==> config.mk <==
export PLATFORM = sky130hd
export DESIGN_NAME = sccb_target
export DESIGN_NICKNAME = d
export VERILOG_FILES = /design/src/rtl/sccb_target.sv
export SDC_FILE = /design/constraint.sdc
export NUM_CORES = 2
export LEC_CHECK = 0
export CAP_MARGIN = 20
export CORE_MARGIN = 5
export CORE_UTILIZATION = 50
export DETAILED_ROUTE_END_ITERATION = 10
export DONT_BUFFER_PORTS = 1
export GPL_TIMING_DRIVEN = 1
export HOLD_SLACK_MARGIN = 0.05
export PLACE_DENSITY_LB_ADDON = 0.08
export SLEW_MARGIN = 20
export SYNTH_ARGS = -nofsm -noshare
export SYNTH_HDL_FRONTEND = slang
export SYNTH_SLANG_ARGS = --single-unit
==> constraint.sdc <==
create_clock -name clk -period 8.96 [get_ports clk]
set_input_delay 1.792 -clock clk [delete_from_list [all_inputs] [get_ports clk]]
set_output_delay 1.792 -clock clk [all_outputs]
set_load 0.03 [all_outputs]
==> src/rtl/sccb_target.sv <==
// sccb_target: SCCB responder (camera-side target) with a 256x8 register file.
// Handles the 3-phase write, the 2-phase write that sets the read pointer, and the
// 2-phase read. There is no sub-address auto-increment.
//
// Ports:
//   clk       system clock, at least 8x the SIOC rate
//   rst       synchronous active-high reset
//   sioc_in   resolved SIOC bus level
//   siod_in   resolved SIOD bus level
//   siod_oe   1 = pull SIOD low
//   wr_en     one-clk strobe per completed register write
//   wr_addr   address of the write, valid with wr_en
//   wr_data   data of the write, valid with wr_en
//   busy      high from START until STOP or abort
//   dbg_addr  debug read address into the register file
//   dbg_data  reg_file[dbg_addr], combinational
//
// Build option: define SCCB_TARGET_ACK_EN to pull SIOD low during the X bit of each
// accepted ID/ADDR/DATA byte (I2C-style ACK). By default the X bit is never driven.
module sccb_target #(
  parameter logic [7:0]  DEVICE_ID = 8'h42,
  parameter int unsigned SYNC_STG  = 2
) (
  input  logic       clk,
  input  logic       rst,
  input  logic       sioc_in,
  input  logic       siod_in,
  output logic       siod_oe,
  output logic       wr_en,
  output logic [7:0] wr_addr,
  output logic [7:0] wr_data,
  output logic       busy,
  input  logic [7:0] dbg_addr,
  output logic [7:0] dbg_data
);

  localparam logic [7:0] READ_ID = DEVICE_ID | 8'h01;

  typedef enum logic [2:0] {
    S_IDLE,
    S_ID,
    S_ADDR,
    S_DATA,
    S_RDATA,
    S_WAIT_STOP
  } state_t;

  logic [SYNC_STG-1:0] sioc_sync;
  logic [SYNC_STG-1:0] siod_sync;
  logic                sioc_s, siod_s;
  logic                sioc_q, siod_q;
  logic                sioc_rise, sioc_fall;
  logic                start_det, stop_det;
  logic                ack_now;

  state_t     state;
  logic [3:0] bit_cnt;
  logic [7:0] shreg;
  logic [7:0] rd_byte;
  logic [7:0] sub_addr;
  logic [7:0] reg_file [256];

  // Synchronizers and previous-sample flops; idle bus level is high.
  always_ff @(posedge clk) begin
    if (rst) begin
      sioc_sync <= '1;
      siod_sync <= '1;
      sioc_q    <= 1'b1;
      siod_q    <= 1'b1;
    end else begin
      sioc_sync <= {sioc_sync[SYNC_STG-2:0], sioc_in};
      siod_sync <= {siod_sync[SYNC_STG-2:0], siod_in};
      sioc_q    <= sioc_s;
      siod_q    <= siod_s;
    end
  end

  assign sioc_s = sioc_sync[SYNC_STG-1];
  assign siod_s = siod_sync[SYNC_STG-1];

  // START/STOP require SIOC high in both samples, so a simultaneous SIOC+SIOD change
  // is seen only as a clock edge.
  always_comb begin
    sioc_rise = sioc_s & ~sioc_q;
    sioc_fall = ~sioc_s & sioc_q;
    start_det = sioc_s & sioc_q & siod_q & ~siod_s;
    stop_det  = sioc_s & sioc_q & ~siod_q & siod_s;
  end

`ifdef SCCB_TARGET_ACK_EN
  always_comb begin
    ack_now = 1'b0;
    case (state)
      S_ID:           ack_now = (shreg == DEVICE_ID) || (shreg == READ_ID);
      S_ADDR, S_DATA: ack_now = 1'b1;
      default:        ack_now = 1'b0;
    endcase
  end
`else
  assign ack_now = 1'b0;
`endif

  assign dbg_data = reg_file[dbg_addr];

  // bit_cnt counts SIOC rising edges within a byte: 1..8 data bits, 9 = X bit.
  // The byte is acted on at the falling edge that ends the X bit (bit_cnt == 9).
  always_ff @(posedge clk) begin
    if (rst) begin
      state    <= S_IDLE;
      bit_cnt  <= '0;
      shreg    <= '0;
      rd_byte  <= '0;
      sub_addr <= '0;
      siod_oe  <= 1'b0;
      wr_en    <= 1'b0;
      wr_addr  <= '0;
      wr_data  <= '0;
      busy     <= 1'b0;
      for (int unsigned i = 0; i < 256; i++) begin
        reg_file[8'(i)] <= '0;
      end
    end else begin
      wr_en <= 1'b0;
      if (start_det) begin
        state   <= S_ID;
        bit_cnt <= '0;
        siod_oe <= 1'b0;
        busy    <= 1'b1;
      end else if (stop_det) begin
        state   <= S_IDLE;
        bit_cnt <= '0;
        siod_oe <= 1'b0;
        busy    <= 1'b0;
      end else if (state != S_IDLE && state != S_WAIT_STOP) begin
        if (sioc_rise && bit_cnt != 4'd9) begin
          if (bit_cnt < 4'd8) begin
            shreg <= {shreg[6:0], siod_s};
          end
          bit_cnt <= bit_cnt + 4'd1;
        end else if (sioc_fall) begin
          if (bit_cnt == 4'd9) begin
            bit_cnt <= '0;
            siod_oe <= 1'b0;
            case (state)
              S_ID: begin
                if (shreg == DEVICE_ID) begin
                  state <= S_ADDR;
                end else if (shreg == READ_ID) begin
                  // First read bit goes out on this same falling edge.
                  state   <= S_RDATA;
                  rd_byte <= reg_file[sub_addr];
                  siod_oe <= ~reg_file[sub_addr][7];
                end else begin
                  state <= S_WAIT_STOP;
                end
              end
              S_ADDR: begin
                sub_addr <= shreg;
                state    <= S_DATA;
              end
              S_DATA: begin
                reg_file[sub_addr] <= shreg;
                wr_en   <= 1'b1;
                wr_addr <= sub_addr;
                wr_data <= shreg;
                state   <= S_WAIT_STOP;
              end
              default: state <= S_WAIT_STOP;
            endcase
          end else if (bit_cnt == 4'd8) begin
            siod_oe <= ack_now;
          end else if (state == S_RDATA && bit_cnt != 4'd0) begin
            // After k sampled bits, bit 7-k is presented; ~k in 3 bits equals 7-k.
            siod_oe <= ~rd_byte[~bit_cnt[2:0]];
          end
        end
      end
    end
  end

endmodule

Yosys cells after proc, flatten, opt, wreduce, memory -nomap -nowiden
Memory sizes are Yosys's and may differ from the RTL's. A register that Yosys moved wholly into a read port is not among the register bits. Cells that the tools add are included.

$add $sub $neg: 1. Order comparisons: 2. Equality and inequality tests: 11. Multiplexer cells: 38. Bitwise gates (word level): 18. Reduce and logical (&&, ||, !) cells: 22.

Operators by type and width (number): 2-to-1 mux 8 bit (4); 2-to-1 mux 1 bit (28); == test 8 x 7 -> 1 bit, second input constant (2); nonzero test 3 bit (5); AND reduction 7 bit (2); 2-to-1 mux 4 bit (3); AND reduction 4 bit (3); NOT 1 bit (10); AND reduction 9 bit (1); == test 4 bit, second input constant (2); OR reduction 8 bit (1); AND 1 bit (7); == test 3 x 2 -> 1 bit, second input constant (2); != test 3 bit, second input constant (2); one-hot mux 3 bit (2 select lines) (1); nonzero test 2 bit (3); AND reduction 5 bit (1); adder 4 x 1 -> 4 bit, second input constant (1); < comparator 3 x 4 -> 1 bit, second input constant (1); < comparator 4 bit, second input constant (1); != test 4 bit, second input constant (1); nonzero test 4 bit (1); binary-select mux 1 bit (select 3 bit) (1); == test 3 x 1 -> 1 bit, second input constant (1); other kinds (6) (8).

Register bits after elaboration: 56. Memory bits (writable): 2048. Bits of input ports: 12. Output and inout port bits: 27. Word-level logic and storage cells: 108. Memories kept: 1.

Memory list: reg_file (depth 256, bits a word 8, read ports 2, clocked after Yosys merged registers in 1, wr ports 256, line 61) `logic [7:0] reg_file [256];`.

Longest topological paths before layout
Depth after elaboration: 12. Mapped depth: 13. Mapped depth without buffers: 9.

Worst setup path before layout
Ideal clock, no wire load.

Path type: input -> output. Start: input port dbg_addr[0]. End: output port dbg_data[6]. Data arrival time: 4570 ps. Required time: 7168 ps. Setup slack: 2598 ps. Stages on the path: 9. Buffers on the path: 3. Path through: clkbuf_1 clkbuf_1 buf_1 mux4_2 mux4_2 a22oi_1 nand2_1 a22oi_1 o221ai_1.

Cells in the longest elaborated chain, start to end: 1.

Ends and longest elaborated chain: start: declaration (line 33) `input logic [7:0] dbg_addr,`; memory read (256 x 8 bit); end: declaration (line 34) `output logic [7:0] dbg_data`.

No other way between the ends.

Worst setup path after layout
Start: input port dbg_addr[0]. End: output port dbg_data[1].

Same word-level chain as after synthesis.

==> results_dict.tcl <==
set metrics [dict create \
    required_ps 7170 \
    arrival_ps 6800 \
    multi_input_area_mm2 0.0474 \
    clkTransAtPathRegs_ps 50 \
    final_common_cell "edfxtp_1" \
    antenna_found_initial 11 \
    rr_startpoint "bit_cnt[0]" \
    io_buffers 0 \
    dieWidth_um 488 \
    synth_area_mm2 0.114 \
    max_freq_ghz 0.116 \
    p_sw_uw 5170 \
    r2r_cells 10 \
    crit_path_end_kind "output pin" \
    grt_usage 0.312 \
    ioPinCount 39 \
    synth_nets 7345 \
    regArea_mm2 0.0628 \
    vias 69900 \
    ctsHoldBuffers 0 \
    routed_wl_um 372000 \
    yosysSeqAreaShare 0.551 \
    critPathCapture "dbg_data[1]" \
    dp_hpwl_um 212000 \
    hold_path_class "reg2reg" \
    r2r_end "reg_file[192][2]" \
    ant_nets 0 \
    clkSinkCount 2112 \
    maxCapViolCount 0 \
    dieArea_mm2 0.238 \
    chipHeight_um 488 \
    grt_pass1_wl_um 532000 \
    final_cell_mix "2048 x edfxtp_1, 1668 x and3_1, 1257 x mux4_2" \
    power_frac_clock 0.427 \
    async_reset_ff_frac 0 \
    grt_max_degree 513 \
    dr.pass1.iters 7 \
    fillerInstances 17800 \
    numCtsBuffers 231 \
    swShare 0.226 \
    cts-root-buf "clkbuf_16" \
    rsz0062_at_grt "false" \
    startpoint "dbg_addr[0]" \
    gr-total-overflow 0 \
    synth_edf_count 2048 \
    cts_buffer_depth 3 \
    synth_flop_cell "edfxtp_1" \
    leakagePower_uw 0.0460 \
    clkLatencyLatePin_ps 880 \
    netlist_instances 7330 \
    yosysUniqueCellTypes 61 \
    place_area_mm2 0.115 \
    ys_ff_latch 2112 \
    status "complete, no violations" \
    drcViolationCount 0 \
    final-hold-violation-count 0 \
    post_cts_buffers 0 \
    yosys.area.top_type "edfxtp_1" \
    start_kind "primary input" \
    min_period_ps 8590 \
    htreeDepth 4 \
    vias_per_cell 7.06 \
    synth_area_leaders "edfxtp_1 54%, mux4_2 25%, and3_1 9.2%" \
    synth_top_area_frac 0.539 \
    ctsResizeCount 0 \
    crit_fanout 102 \
    nNetsFinal 6704 \
    tightest_slew_ps 1460 \
    start_util 0.502 \
    powerDensity_mw_per_mm2 186 \
    drv_slew 0 \
    tritoncts "built" \
    fin_tns_setup_ps 0 \
    relSlewSlack 0.0279 \
    rows 175 \
    holdPathStages 1 \
    finalPower_uw 22900 \
    r2r_setup_slack_ps 3640 \
    criticalPathCategory "in2out" \
    worst_hold_slack_ps 407 \
    post-route-period-util 0.959 \
    drive_above_1_share 0.271 \
    synth.avg_cell_area_um2 15.6 \
    clock_skew_ps 30.7 \
    seq_power_share 0.503 \
    ir_drop_v 0.000183 \
    ys_warn_count 0 \
    grt_pass1_vias 69900 \
    intPower_uw 17700 \
    area_growth_pct 7.96 \
    gp_congestion 0.855 \
    pwr-share-comb 0.070 \
    core-area_mm2 0.227 \
    setup_viol 0 \
    final_area_mm2 0.123 \
    drtIter0Drc 9333 \
    wl_per_cell_um 37.6 \
]
==> state kept, by name (all words and copies together), names as in the netlist, 2 cells and up, named ones only <==
register,count
sub_addr,8
reg_file,2048
siod_sync,2
rd_byte,8
wr_data,8
state,3
sioc_sync,2
bit_cnt,4
shreg,8
wr_addr,8
==> cells in the mapped netlist, drive strengths merged, types with 13 or more instances <==
cell type / instances
nor2b: 22
a21o: 211
and3: 1668
nand3: 17
clkbuf: 793
mux4: 1257
nor3: 23
a221oi: 18
a21oi: 39
dfxtp: 64
nand2: 100
buf: 210
nand2b: 13
a22oi: 51
edfxtp: 2048
a211oi: 16
a22o: 16
mux2i: 64
and2: 394
or2: 58
nor2: 113
==> cell type report <==
type / instances / share of cell area
tap: 3009 / 0.0306
timing repair buffer: 129 / 0.0119
sequential: 2112 / 0.510
multi-input combinational: 4205 / 0.385
inverter: 10 / 0.000346
clock buffer: 282 / 0.0496
antenna: 8 / 0.000163
clock inverter: 153 / 0.0124
==> power groups by stage <==
stage	clock network, µW	registers, µW	logic, µW
2_1_floorplan	0	11600	1130
3_3_place_gp	0	11700	1490
3_5_place_dp	0	11700	1500
4_1_cts	9850	11500	1500
5_1_grt	10300	11600	1630
6_report	9780	11500	1600
==> per-stage QoR <==
step	instances	setup WS, ps	util
after CTS	9894	1950	0.541
after detailed placement	9459	1960	0.507
after global routing	9905	159	0.542
after floorplan	7330	2600	-
after global placement	9459	1780	0.507
final	9908	368	0.542
==> cell families (layout without fill, tap and decap cells) <==
kind of cell / count (synthesis) / after routing / synth area share
AO/OA/AOI/OAI: 423 / 423 / 0.0275
other: 0 / 8 / 0
adder cells (fa/ha/maj): 3 / 3 / 0.000329
multiplexers: 1331 / 1331 / 0.255
AND/OR/NAND/NOR: 2445 / 2445 / 0.130
buffers and inverters: 1013 / 574 / 0.0366
XOR/XNOR: 3 / 3 / 0.000230
flip-flops: 2112 / 2112 / 0.551
==> worst min path at each step <==
| stage | start | endpoint | slack, ps |
|---|---|---|---|
| 4_1_cts | sioc_sync[0] | sioc_sync[1] | 410 |
| 3_5_place_dp | sioc_sync[0] | sioc_sync[1] | 400 |
| 3_3_place_gp | sioc_sync[0] | sioc_sync[1] | 400 |
| 6_report | sioc_sync[0] | sioc_sync[1] | 410 |
| 2_1_floorplan | sioc_sync[0] | sioc_sync[1] | 390 |
| 5_1_grt | sioc_sync[0] | sioc_sync[1] | 420 |
==> per-layer routing <==
layer  share of wire  track usage  vias up
met5        0.000051            0        -
li1                -            -    28400
met3           0.084       0.0528      620
met1            0.39        0.432    37300
met4           0.050        0.136        4
met2            0.48        0.493     3620
==> critical path, cell delays in order <==
cell,delay [ps]
buf_16,440
buf_16,570
buf_16,510
mux4_2,620
mux4_2,570
a22oi_1,560
nand2_1,120
a22oi_1,600
o221ai_2,530
(Power assumes the default switching activity.)
